==> src/rtl/ef_sram_fabric_bridge_if.sv <==
// Fabric-side request/response bundle for ef_sram_fabric_bridge; the fabric is master, the bridge is slave.
// The request and the held response both use valid/ready; the interface itself has no state.
interface ef_sram_fabric_bridge_if #(
   parameter int AW = 10,
   parameter int DW = 32
);
   logic            req_valid;
   logic            req_ready;
   logic            req_we;
   logic [AW-1:0]   req_addr;
   logic [DW-1:0]   req_wdata;
   logic [DW/8-1:0] req_ben;
   logic            rsp_valid;
   logic            rsp_ready;
   logic [DW-1:0]   rsp_rdata;

   modport master (
      output req_valid, req_we, req_addr, req_wdata, req_ben, rsp_ready,
      input  req_ready, rsp_valid, rsp_rdata
   );

   modport slave (
      input  req_valid, req_we, req_addr, req_wdata, req_ben, rsp_ready,
      output req_ready, rsp_valid, rsp_rdata
   );
endinterface

==> src/rtl/ef_sram_fabric_bridge.sv <==
// Fabric-to-EF-SRAM sequencer: one macro strobe per request; optional access counter under EF_SRAM_BRIDGE_ACC_CNT_EN.
// Read accept to rsp_valid is READ_LAT+1 edges; one request in flight, req_ready low until the response is taken.
module ef_sram_fabric_bridge #(
   parameter int AW       = 10,
   parameter int DW       = 32,
   parameter int READ_LAT = 1
) (
   input  logic                  UserCLK,
   input  logic                  resetn,
   ef_sram_fabric_bridge_if.slave fab,
   output logic                  sram_en,
   output logic                  sram_r_wb,
   output logic [AW-1:0]         sram_ad,
   output logic [DW-1:0]         sram_di,
   output logic [DW-1:0]         sram_ben,
   input  logic [DW-1:0]         sram_do
`ifdef EF_SRAM_BRIDGE_ACC_CNT_EN
   ,
   input  logic                  acc_clr,
   output logic [15:0]           acc_count
`endif
);

   localparam int BW = DW / 8;
   localparam int CW = (READ_LAT > 1) ? $clog2(READ_LAT) : 1;

   typedef enum logic [1:0] {IDLE, ACCESS, WAIT, RESP} state_t;

   state_t          state_q,     state_d;
   logic            req_ready_q, req_ready_d;
   logic            rsp_valid_q, rsp_valid_d;
   logic [DW-1:0]   rsp_rdata_q, rsp_rdata_d;
   logic            sram_en_q,   sram_en_d;
   logic            sram_r_wb_q, sram_r_wb_d;
   logic [AW-1:0]   sram_ad_q,   sram_ad_d;
   logic [DW-1:0]   sram_di_q,   sram_di_d;
   logic [DW-1:0]   sram_ben_q,  sram_ben_d;
   logic [CW-1:0]   cnt_q,       cnt_d;
   logic [DW-1:0]   ben_exp;

   always_comb begin
      ben_exp = '0;
      for (int i = 0; i < BW; i++) begin
         ben_exp[8*i +: 8] = {8{fab.req_ben[i]}};
      end
   end

   // Macro-facing fields are loaded at accept, so during ACCESS they already
   // drive the strobe and afterwards simply hold.
   always_comb begin
      state_d     = state_q;
      req_ready_d = req_ready_q;
      rsp_valid_d = rsp_valid_q;
      rsp_rdata_d = rsp_rdata_q;
      sram_en_d   = 1'b0;
      sram_r_wb_d = sram_r_wb_q;
      sram_ad_d   = sram_ad_q;
      sram_di_d   = sram_di_q;
      sram_ben_d  = sram_ben_q;
      cnt_d       = cnt_q;
      case (state_q)
         IDLE: begin
            if (fab.req_valid && req_ready_q) begin
               state_d     = ACCESS;
               req_ready_d = 1'b0;
               sram_en_d   = 1'b1;
               sram_r_wb_d = ~fab.req_we;
               sram_ad_d   = fab.req_addr;
               sram_di_d   = fab.req_wdata;
               sram_ben_d  = fab.req_we ? ben_exp : '0;
            end else begin
               req_ready_d = 1'b1;
            end
         end
         ACCESS: begin
            if (sram_r_wb_q) begin
               state_d = WAIT;
               cnt_d   = CW'(READ_LAT - 1);
            end else begin
               state_d     = IDLE;
               req_ready_d = 1'b1;
            end
         end
         WAIT: begin
            if (cnt_q == '0) begin
               state_d     = RESP;
               rsp_valid_d = 1'b1;
               rsp_rdata_d = sram_do;
            end else begin
               cnt_d = cnt_q - CW'(1);
            end
         end
         RESP: begin
            if (fab.rsp_ready) begin
               state_d     = IDLE;
               rsp_valid_d = 1'b0;
               req_ready_d = 1'b1;
            end
         end
         default: state_d = IDLE;
      endcase
   end

   always_ff @(posedge UserCLK or negedge resetn) begin
      if (!resetn) begin
         state_q     <= IDLE;
         req_ready_q <= 1'b0;
         rsp_valid_q <= 1'b0;
         rsp_rdata_q <= '0;
         sram_en_q   <= 1'b0;
         sram_r_wb_q <= 1'b1;
         sram_ad_q   <= '0;
         sram_di_q   <= '0;
         sram_ben_q  <= '0;
         cnt_q       <= '0;
      end else begin
         state_q     <= state_d;
         req_ready_q <= req_ready_d;
         rsp_valid_q <= rsp_valid_d;
         rsp_rdata_q <= rsp_rdata_d;
         sram_en_q   <= sram_en_d;
         sram_r_wb_q <= sram_r_wb_d;
         sram_ad_q   <= sram_ad_d;
         sram_di_q   <= sram_di_d;
         sram_ben_q  <= sram_ben_d;
         cnt_q       <= cnt_d;
      end
   end

   assign fab.req_ready = req_ready_q;
   assign fab.rsp_valid = rsp_valid_q;
   assign fab.rsp_rdata = rsp_rdata_q;
   assign sram_en       = sram_en_q;
   assign sram_r_wb     = sram_r_wb_q;
   assign sram_ad       = sram_ad_q;
   assign sram_di       = sram_di_q;
   assign sram_ben      = sram_ben_q;

`ifdef EF_SRAM_BRIDGE_ACC_CNT_EN
   logic [15:0] acc_count_q, acc_count_d;

   // Clear wins over a coincident ACCESS increment.
   always_comb begin
      acc_count_d = acc_count_q;
      if (acc_clr) begin
         acc_count_d = '0;
      end else if (state_q == ACCESS && acc_count_q != 16'hFFFF) begin
         acc_count_d = acc_count_q + 16'd1;
      end
   end

   always_ff @(posedge UserCLK or negedge resetn) begin
      if (!resetn) begin
         acc_count_q <= '0;
      end else begin
         acc_count_q <= acc_count_d;
      end
   end

   assign acc_count = acc_count_q;
`endif

endmodule
==> src/flat_wrapper.sv <==
// flat-port wrapper written by rule: the top's interface ports become plain ports
module ef_sram_fabric_bridge_flat 
#(
   parameter int AW       = 10,
   parameter int DW       = 32,
   parameter int READ_LAT = 1
)
  (UserCLK, resetn, sram_en, sram_r_wb, sram_ad, sram_di, sram_ben, sram_do, fab_req_valid, fab_req_we, fab_req_addr, fab_req_wdata, fab_req_ben, fab_rsp_ready, fab_req_ready, fab_rsp_valid, fab_rsp_rdata);
  ef_sram_fabric_bridge_if #(.AW(AW), .DW(DW)) fab_i ();
  input  logic UserCLK;
  input  logic resetn;
  output logic sram_en;
  output logic sram_r_wb;
  output logic [AW-1:0] sram_ad;
  output logic [DW-1:0] sram_di;
  output logic [DW-1:0] sram_ben;
  input  logic [DW-1:0] sram_do;
  input wire logic [$bits(fab_i.req_valid)-1:0] fab_req_valid;
  input wire logic [$bits(fab_i.req_we)-1:0] fab_req_we;
  input wire logic [$bits(fab_i.req_addr)-1:0] fab_req_addr;
  input wire logic [$bits(fab_i.req_wdata)-1:0] fab_req_wdata;
  input wire logic [$bits(fab_i.req_ben)-1:0] fab_req_ben;
  input wire logic [$bits(fab_i.rsp_ready)-1:0] fab_rsp_ready;
  output wire logic [$bits(fab_i.req_ready)-1:0] fab_req_ready;
  output wire logic [$bits(fab_i.rsp_valid)-1:0] fab_rsp_valid;
  output wire logic [$bits(fab_i.rsp_rdata)-1:0] fab_rsp_rdata;
  assign fab_i.req_valid = fab_req_valid;
  assign fab_i.req_we = fab_req_we;
  assign fab_i.req_addr = fab_req_addr;
  assign fab_i.req_wdata = fab_req_wdata;
  assign fab_i.req_ben = fab_req_ben;
  assign fab_i.rsp_ready = fab_rsp_ready;
  assign fab_req_ready = fab_i.req_ready;
  assign fab_rsp_valid = fab_i.rsp_valid;
  assign fab_rsp_rdata = fab_i.rsp_rdata;
  ef_sram_fabric_bridge #(.AW(AW), .DW(DW), .READ_LAT(READ_LAT)) u_core (.UserCLK(UserCLK), .resetn(resetn), .fab(fab_i), .sram_en(sram_en), .sram_r_wb(sram_r_wb), .sram_ad(sram_ad), .sram_di(sram_di), .sram_ben(sram_ben), .sram_do(sram_do));
endmodule
==> config.mk <==
export PLATFORM = sky130hd
export DESIGN_NAME = ef_sram_fabric_bridge_flat
export DESIGN_NICKNAME = d
export VERILOG_FILES = /design/src/rtl/ef_sram_fabric_bridge_if.sv /design/src/rtl/ef_sram_fabric_bridge.sv /design/src/flat_wrapper.sv
export SDC_FILE = /design/constraint.sdc
export NUM_CORES = 1
export LEC_CHECK = 0
export CORE_ASPECT_RATIO = 1.75
export CORE_MARGIN = 2
export CORE_UTILIZATION = 35
export DETAILED_ROUTE_END_ITERATION = 10
export GPL_TIMING_DRIVEN = 1
export PLACE_DENSITY = 0.77
export SLEW_MARGIN = 20
export SYNTH_ARGS = -nofsm -noshare
export SYNTH_HDL_FRONTEND = slang
export SYNTH_SLANG_ARGS = --single-unit
==> constraint.sdc <==
create_clock -name UserCLK -period 1.4 [get_ports UserCLK]
set_input_delay 0.42 -clock UserCLK [delete_from_list [all_inputs] [get_ports UserCLK]]
set_output_delay 0.42 -clock UserCLK [all_outputs]
set_load 0.02 [all_outputs]
Word level (Yosys, flattened, before mapping) --
Index checks and enable logic that the tools add are counted.
Cells by class: reductions and logical operators 11, equal/unequal tests 8, muxes and demuxes 18, add/sub/neg operators 1, bitwise logic cells 2
Operators by type and width (number):
- two-way mux 32 bit | 1
- two-way mux 1 bit | 9
- AND reduction 3 bit | 3
- two-way mux 2 bit | 4
- one-hot mux 2 bit (4 select lines) | 1
- != test 2 bit (second input constant) | 3
- AND reduction 2 bit | 3
- equality test 2 bit (second input constant) | 2
- != test 2 x 1 -> 1 bit (second input constant) | 2
- one-hot mux 1 bit (2 select lines) | 2
- nonzero test 2 bit | 2
- one-hot mux 1 bit (3 select lines) | 1
- nonzero test 3 bit | 1
- equality test 2 x 1 -> 1 bit (second input constant) | 1
- logical NOT 2 bit | 1
- inverter 1 bit | 2
- logical AND 1 bit | 1
- subtractor 1 bit (second input constant) | 1
Storage, ports and cells: flip-flop bits (word level) 113, logic and storage cells 50

Depth between registers and ports, before layout --
Gate-level depths: netlist of run 1.
depth after elaboration 3, depth in mapped cells 7, depth with buffers taken out 5

Worst setup path after synthesis of run 1 --
OpenSTA, ideal clock, no wires.
path type register to register, start reg u_core.state_q[0], end reg u_core.req_ready_q (netlist: u_core.fab.req_ready), clock period less this slack 1.517 ns, required time 1.275 ns, library setup time 0.125 ns, buffers on the path 0, cell stages (with the launch flop) 6, slack -0.117 ns, arrival time 1.392 ns, cells stage by stage dfrtp_1 inv_1 ha_1 nor2b_1 nor3b_1 mux2_2
On the way: longest elaborated chain between the ends 3, elaborated cells on any way between the ends 8
RTL lines:
- start, declared | line ef_sram_fabric_bridge.sv:29 | state_t state_q, state_d;
- start signal, assigned | line ef_sram_fabric_bridge.sv:117 | state_q <= state_d;
- equality test 2 x 1 -> 1 bit (tied with other cells) | line ef_sram_fabric_bridge.sv:61 | case (state_q)
- != test 2 bit (no source line) or nonzero test 3 bit (tied branches)
- AND reduction 3 bit (no source line)
- end signal, assigned | line ef_sram_fabric_bridge.sv:118 | req_ready_q <= req_ready_d;
- end, declared | line ef_sram_fabric_bridge.sv:30 | logic req_ready_q, req_ready_d;
Several ways; a longest one is shown, not always the timed one. A chain may end at the register's enable or synchronous reset.

Worst setup path after layout of run 1 --
Same ends and word-level chain as after synthesis.

==> impl_metrics.py, run 1 <==
metrics = {
    "final_layout": {
        "area_growth_pct": 53.7,
        "fin_util_pct": 54.7,
        "layout_common_cells": "buf_2 (103), clkdlybuf4s50_1 (81), dfrtp_1 (77)",
        "fin_area_sq_mm": 0.00532,
        "fin_nets": 509,
        "n_antenna_cell": 0,
        "layout_commonest_cell": "buf_2",
        "nFillCells": 895,
        "drive_gt1_share_pct": 55.5,
        "stdcell_count": 550,
    },
    "detailed_routing": {
        "wl_met3_um": 556,
        "vias_per_cell": 4.57,
        "drt_iter0_drc": 86,
        "drc_errors": 0,
        "final_antenna_net_count": 0,
        "dr.max_layer_used": "met4",
        "wl_met2_mm": 5.15,
        "post_drt_wl_per_cell_um": 16.3,
        "firstDrtPassIters": 4,
        "vias": 2515,
        "drt-met1-wl_mm": 2.86,
        "wirelength_mm": 8.96,
    },
    "yosys": {
        "ys_ff_latch": 84,
        "yosysWarnings": 0,
        "synth_nets": 320,
        "yosysSeqAreaShare_pct": 60.8,
        "syn-instance-count": 232,
        "synth_area_sq_mm": 0.00346,
        "avgSynthCellArea_sq_um": 14.9,
        "synthDistinctLibCells": 19,
    },
    "power_and_ir_drop": {
        "p_per_area_mw_per_mm2": 2400,
        "clock_power_share_pct": 16.3,
        "p_sw_mw": 5.02,
        "irDropWorstVdd_mv": 1.38,
        "sw_frac_of_total_pct": 39.3,
        "total_power_mw": 12.8,
        "combPwrFrac_pct": 49.9,
        "p_int_mw": 7.76,
        "leakage_nw": 2.48,
        "seqPwrFrac_pct": 33.8,
    },
    "floorplanning": {
        "num_rows": 48,
        "die-height_um": 136,
        "io_pins": 193,
        "core_sq_mm": 0.00973,
        "die_w_um": 79.2,
        "start_util_pct": 35.6,
        "die-area_sq_mm": 0.0107,
    },
    "placed_design": {
        "routabilityCongestion": 0.727,
        "place_inst": 527,
        "dp_hpwl_mm": 6.82,
        "port_buffers": 192,
        "place_area_sq_mm": 0.00545,
        "place_ws_ns": -0.340,
    },
    "clock_tree": {
        "cts_tree": "built",
        "clockBufferDepth": 2,
        "h-tree-depth": 3,
        "clk_pin_slew_ns": 0.06,
        "clock_sinks": 84,
        "clk_latency_ns": 0.33,
        "cts_made_buffers": 9,
        "cts_root_buf": "clkbuf_16",
    },
    "grt": {
        "grt_pass1_vias": 2745,
        "grt_pass1_wl_mm": 13.6,
        "antenna_found_initial": 0,
        "overflow": 0,
        "grt_max_degree": 39,
        "grt.total_usage_pct": 16.9,
    },
    "critical_path": {
        "rrSetupSlack_ns": -0.10,
        "cp.required_ns": 1.62,
        "crit_slowest_cell": "dfrtp_2",
        "max_stage_delay_ns": 0.45,
        "path_cells": "buf_4 > ha_2 > or3_1 > mux2_4",
        "crit_arrival_ns": 1.72,
        "end_kind": "flop",
        "worstReg2RegEnd": "u_core.fab.req_ready",
        "cp_num_buf_inv": 1,
        "crit_family": "flip-flops",
        "r2r_cells": 4,
        "crit_start": "u_core.state_q[0]",
        "path_class": "reg2reg",
        "crit_path_start_kind": "flop",
        "critPathMaxFanout": 5,
        "r2r_start": "u_core.state_q[0]",
    },
    "timing": {
        "hold_ws_ns": 0.483,
        "skew_ns": 0.00455,
        "finalMaxSlewViolations": 0,
        "tightest_slew_ns": 0.226,
        "setup_violations": 64,
        "max_freq_ghz": 0.665,
        "slew-limit-headroom_pct": 84.9,
        "hold_violations": 0,
        "setup_tns_ns": -1.56,
        "finalCritPeriodShare_pct": 107,
        "rsz0062_at_grt": "true",
        "layout_setup_ws_ns": -0.103,
        "post-route-min-period_ns": 1.50,
    },
    "worst_hold_path": {
        "hold_class": "in2async",
    },
    "status": {
        "violations": "negative setup slack",
        "outcome": "finished, violations left",
    },
    "job": {
        "drv_cap": 0,
    },
}
synthesized netlist by cell type, drive strengths merged:
cell type	n	area, sq um
nor2b	2	12.5
dfstp	1	26.3
nor3b	1	7.51
o32a	1	10.0
inv	3	11.3
nand3	1	17.5
a21oi	1	5.00
nand2	12	45.0
or3	1	6.26
dfrtp	83	2080
ha	5	62.6
o21ai	6	30.0
mux2i	2	20.0
buf	37	277
mux2	75	845
a211o	1	8.76
worst reg2reg max path, stage by stage, from the launching register on:
cell and delay [ns]:
dfrtp_2 0.45, buf_4 0.15, ha_2 0.18, or3_1 0.34, mux2_4 0.27
timing repair:
action / CTS / global route
buffers inserted: 3 / 3
endpoints found under the hold margin: 13 / 0
hold buffers: 1 / 0
setup endpoints to repair: 184 / 125
resized for setup: 419 / 37
cloned: 1 / 0
pin swaps: 0 / 2
cells by family after synthesis:
group                      after synthesis  share of synthesized area [%]
buffers and inverters                   40                           8.32
muxes                                   77                           25.0
AOI/OAI and AO/OA                        9                           1.55
DFF                                     84                           60.8
and+or+nand+nor                         17                           2.57
adders and majority gates                5                           1.81
worst max-delay path by stage:
stage                                end  depth (start not counted)
floorplan           u_core.fab.req_ready                          5
global placement    u_core.fab.req_ready                          4
detailed placement  u_core.fab.req_ready                          4
CTS                 u_core.fab.req_ready                          5
global route                        flop                          5
finish              u_core.fab.req_ready                          4
registers in the layout, indices dropped and copies added, names as in the netlist, named ones only:
signal / cells
u_core.fab.req_ready: 1
u_core.sram_di: 32
u_core.sram_en: 1
u_core.state_q: 1
u_core.fab.rsp_valid: 1
u_core.sram_ben: 4
u_core.sram_r_wb: 1
u_core.sram_ad: 10
u_core.fab.rsp_rdata: 32
per-layer routing:
layer	up-vias	track usage, %
met5	-	0
met4	0	11.8
met3	24	3.40
met2	120	31.8
met1	1230	15.7
li1	1141	-
layout make-up:
type / instances / area, sq um / area share [%]
sequential: 84 / 2110 / 39.7
timing repair buffer: 215 / 1670 / 31.5
multi-input combinational: 108 / 1110 / 20.9
clock buffer: 12 / 236 / 4.44
tap: 125 / 156 / 2.94
clock inverter: 3 / 15.0 / 0.282
inverter: 3 / 13.8 / 0.259
power groups by stage:
| stage | sequential [mW] | clock [mW] | combinational (mW) |
|---|---|---|---|
| floorplan | 5.82 | 0 | 2.59 |
| global placement | 4.33 | 0 | 7.34 |
| detailed placement | 4.40 | 0 | 7.50 |
| CTS | 4.34 | 2.14 | 6.60 |
| global route | 4.48 | 2.23 | 6.75 |
| finish | 4.32 | 2.08 | 6.38 |
No activity file was read; power rests on OpenSTA's default activity.
==> inputs of run 2 (changes only) <==
--- a/config.mk
+++ b/config.mk
@@ -5,13 +5,14 @@
 export SDC_FILE = /design/constraint.sdc
 export NUM_CORES = 1
 export LEC_CHECK = 0
-export CORE_ASPECT_RATIO = 1.75
+export CORE_ASPECT_RATIO = 2
 export CORE_MARGIN = 2
 export CORE_UTILIZATION = 35
 export DETAILED_ROUTE_END_ITERATION = 10
 export GPL_TIMING_DRIVEN = 1
-export PLACE_DENSITY = 0.77
+export PLACE_DENSITY = 0.86
 export SLEW_MARGIN = 20
 export SYNTH_ARGS = -nofsm -noshare
 export SYNTH_HDL_FRONTEND = slang
 export SYNTH_SLANG_ARGS = --single-unit
+export TNS_END_PERCENT = 1
==> impl_metrics.py, run 2 (same netlist as run 1, synthesis figures left out) <==
metrics = {
    "power_and_ir_drop": {
        "p_per_area_mw_per_mm2": 2490,
        "clock_power_share_pct": 20.0,
        "seqPwrFrac_pct": 32.6,
        "p_int_mw": 8.22,
        "leakage_nw": 2.48,
        "sw_frac_of_total_pct": 38.1,
        "p_sw_mw": 5.06,
        "irDropWorstVdd_mv": 1.31,
        "combPwrFrac_pct": 47.4,
    },
    "clock_tree": {
        "cts_tree": "built",
        "cts_root_buf": "clkbuf_16",
        "h-tree-depth": 3,
        "clockBufferDepth": 2,
        "clk_latency_ns": 0.33,
        "clk_pin_slew_ns": 0.06,
        "cts_made_buffers": 9,
        "clock_sinks": 84,
    },
    "timing": {
        "max_freq_ghz": 0.671,
        "rsz0062_at_grt": "true",
        "finalCritPeriodShare_pct": 106,
        "setup_violations": 60,
        "post-route-min-period_ns": 1.49,
        "hold_violations": 0,
        "finalMaxSlewViolations": 0,
        "slew-limit-headroom_pct": 82.4,
        "skew_ns": 0.00583,
        "layout_setup_ws_ns": -0.0908,
        "tightest_slew_ns": 0.265,
    },
    "floorplanning": {
        "die_w_um": 74.3,
        "core_sq_mm": 0.00970,
        "die-area_sq_mm": 0.0107,
        "start_util_pct": 35.7,
        "io_pins": 193,
        "num_rows": 51,
        "die-height_um": 145,
    },
    "grt": {
        "grt_pass1_wl_mm": 13.5,
        "grt_max_degree": 36,
        "antenna_found_initial": 0,
        "overflow": 0,
        "grt_pass1_vias": 2654,
        "grt.total_usage_pct": 17.1,
    },
    "critical_path": {
        "cp.required_ns": 1.61,
        "path_class": "reg2reg",
        "crit_path_start_kind": "flop",
        "crit_arrival_ns": 1.70,
        "end_kind": "flop",
        "critPathMaxFanout": 5,
    },
    "detailed_routing": {
        "drc_errors": 0,
        "post_drt_wl_per_cell_um": 16.6,
        "vias_per_cell": 4.51,
        "drt_iter0_drc": 64,
        "firstDrtPassIters": 4,
        "wirelength_mm": 9.19,
        "vias": 2497,
        "final_antenna_net_count": 0,
    },
    "placed_design": {
        "place_area_sq_mm": 0.00546,
        "dp_hpwl_mm": 7.10,
        "port_buffers": 192,
        "routabilityCongestion": 0.873,
    },
    "status": {
        "outcome": "finished, violations left",
        "violations": "negative setup slack",
    },
    "final_layout": {
        "layout_common_cells": "buf_2 (104), clkdlybuf4s50_1 (81), dfrtp_1 (78)",
        "drive_gt1_share_pct": 55.0,
        "fin_nets": 505,
        "fin_area_sq_mm": 0.00534,
        "layout_commonest_cell": "buf_2",
        "fin_util_pct": 55.0,
        "n_antenna_cell": 0,
        "area_growth_pct": 54.3,
    },
    "job": {
        "drv_cap": 0,
    },
    "worst_hold_path": {
        "hold_class": "reg2reg",
    },
}
-- run 2: layout make-up --
| class | count | area [sq um] |
|---|---|---|
| clock buffer | 12 | 236 |
| clock inverter | 4 | 97.6 |
| fill | 899 | 4360 |
| inverter | 3 | 13.8 |
| multi-input combinational | 108 | 1120 |
| sequential | 84 | 2110 |
| tap | 132 | 165 |
| timing repair buffer | 211 | 1600 |
-- run 2: critical path, cell delays in order (launching register included) --
cell and delay, ns:
dfrtp_2 0.46, inv_4 0.09, ha_4 0.20, nor2b_4 0.12
nor3b_2 0.19, mux2_4 0.31
-- run 2: layer usage --
metal,GRT usage (%),share of wire [%],vias up
met2,33.4,61,110
li1,-,-,1133
met3,3.21,5.1,24
met5,0,0,-
met4,9.21,4.0,0
met1,15.6,30,1230
-- run 2: power by group through the flow --
stage | logic, mW | clock network [mW] | registers (mW)
after floorplan | 2.57 | 0 | 5.82
final | 6.29 | 2.65 | 4.33
after global routing | 6.66 | 2.83 | 4.49
after detailed placement | 7.54 | 0 | 4.41
after global placement | 7.35 | 0 | 4.31
after CTS | 6.98 | 2.71 | 4.38
-- run 2: final timing paths --
kind                                      start                       end  slack (ns)  cells past startpoint
setup / recovery              u_core.state_q[0]      u_core.fab.req_ready       -0.09                      5
hold reg to reg            u_core.fab.rsp_valid      u_core.fab.rsp_valid        0.47                      2
hold / removal             u_core.fab.rsp_valid      u_core.fab.rsp_valid        0.47                      2
setup reg to reg              u_core.state_q[0]      u_core.fab.req_ready       -0.09                      5
min in group asynchronous                resetn        u_core.sram_di[25]        0.51                      2
max in group asynchronous                resetn  u_core.fab.rsp_rdata[22]        0.41                      3
-- run 2: what timing repair did --
action,CTS,global route
hold buffers,1,0
gates resized for setup,389,66
hold endpoints to repair,14,0
buffers inserted,1,0
setup endpoints to repair,186,153
pin swaps,2,1
-- run 2: stage by stage --
step / worst slack, ns / power [mW] / instances / hold WS (ns) / setup TNS, ns
floorplan: -0.0457 / 8.39 / 232 / 0.124 / -0.442
global placement: -0.363 / 11.7 / 536 / 0.308 / -20.19
detailed placement: -0.358 / 12.0 / 536 / 0.307 / -22.10
CTS: -0.0894 / 14.1 / 554 / 0.486 / -2.13
global route: -0.128 / 14.0 / 554 / 0.509 / -6.12
finish: -0.0908 / 13.3 / 554 / 0.472 / -2.07
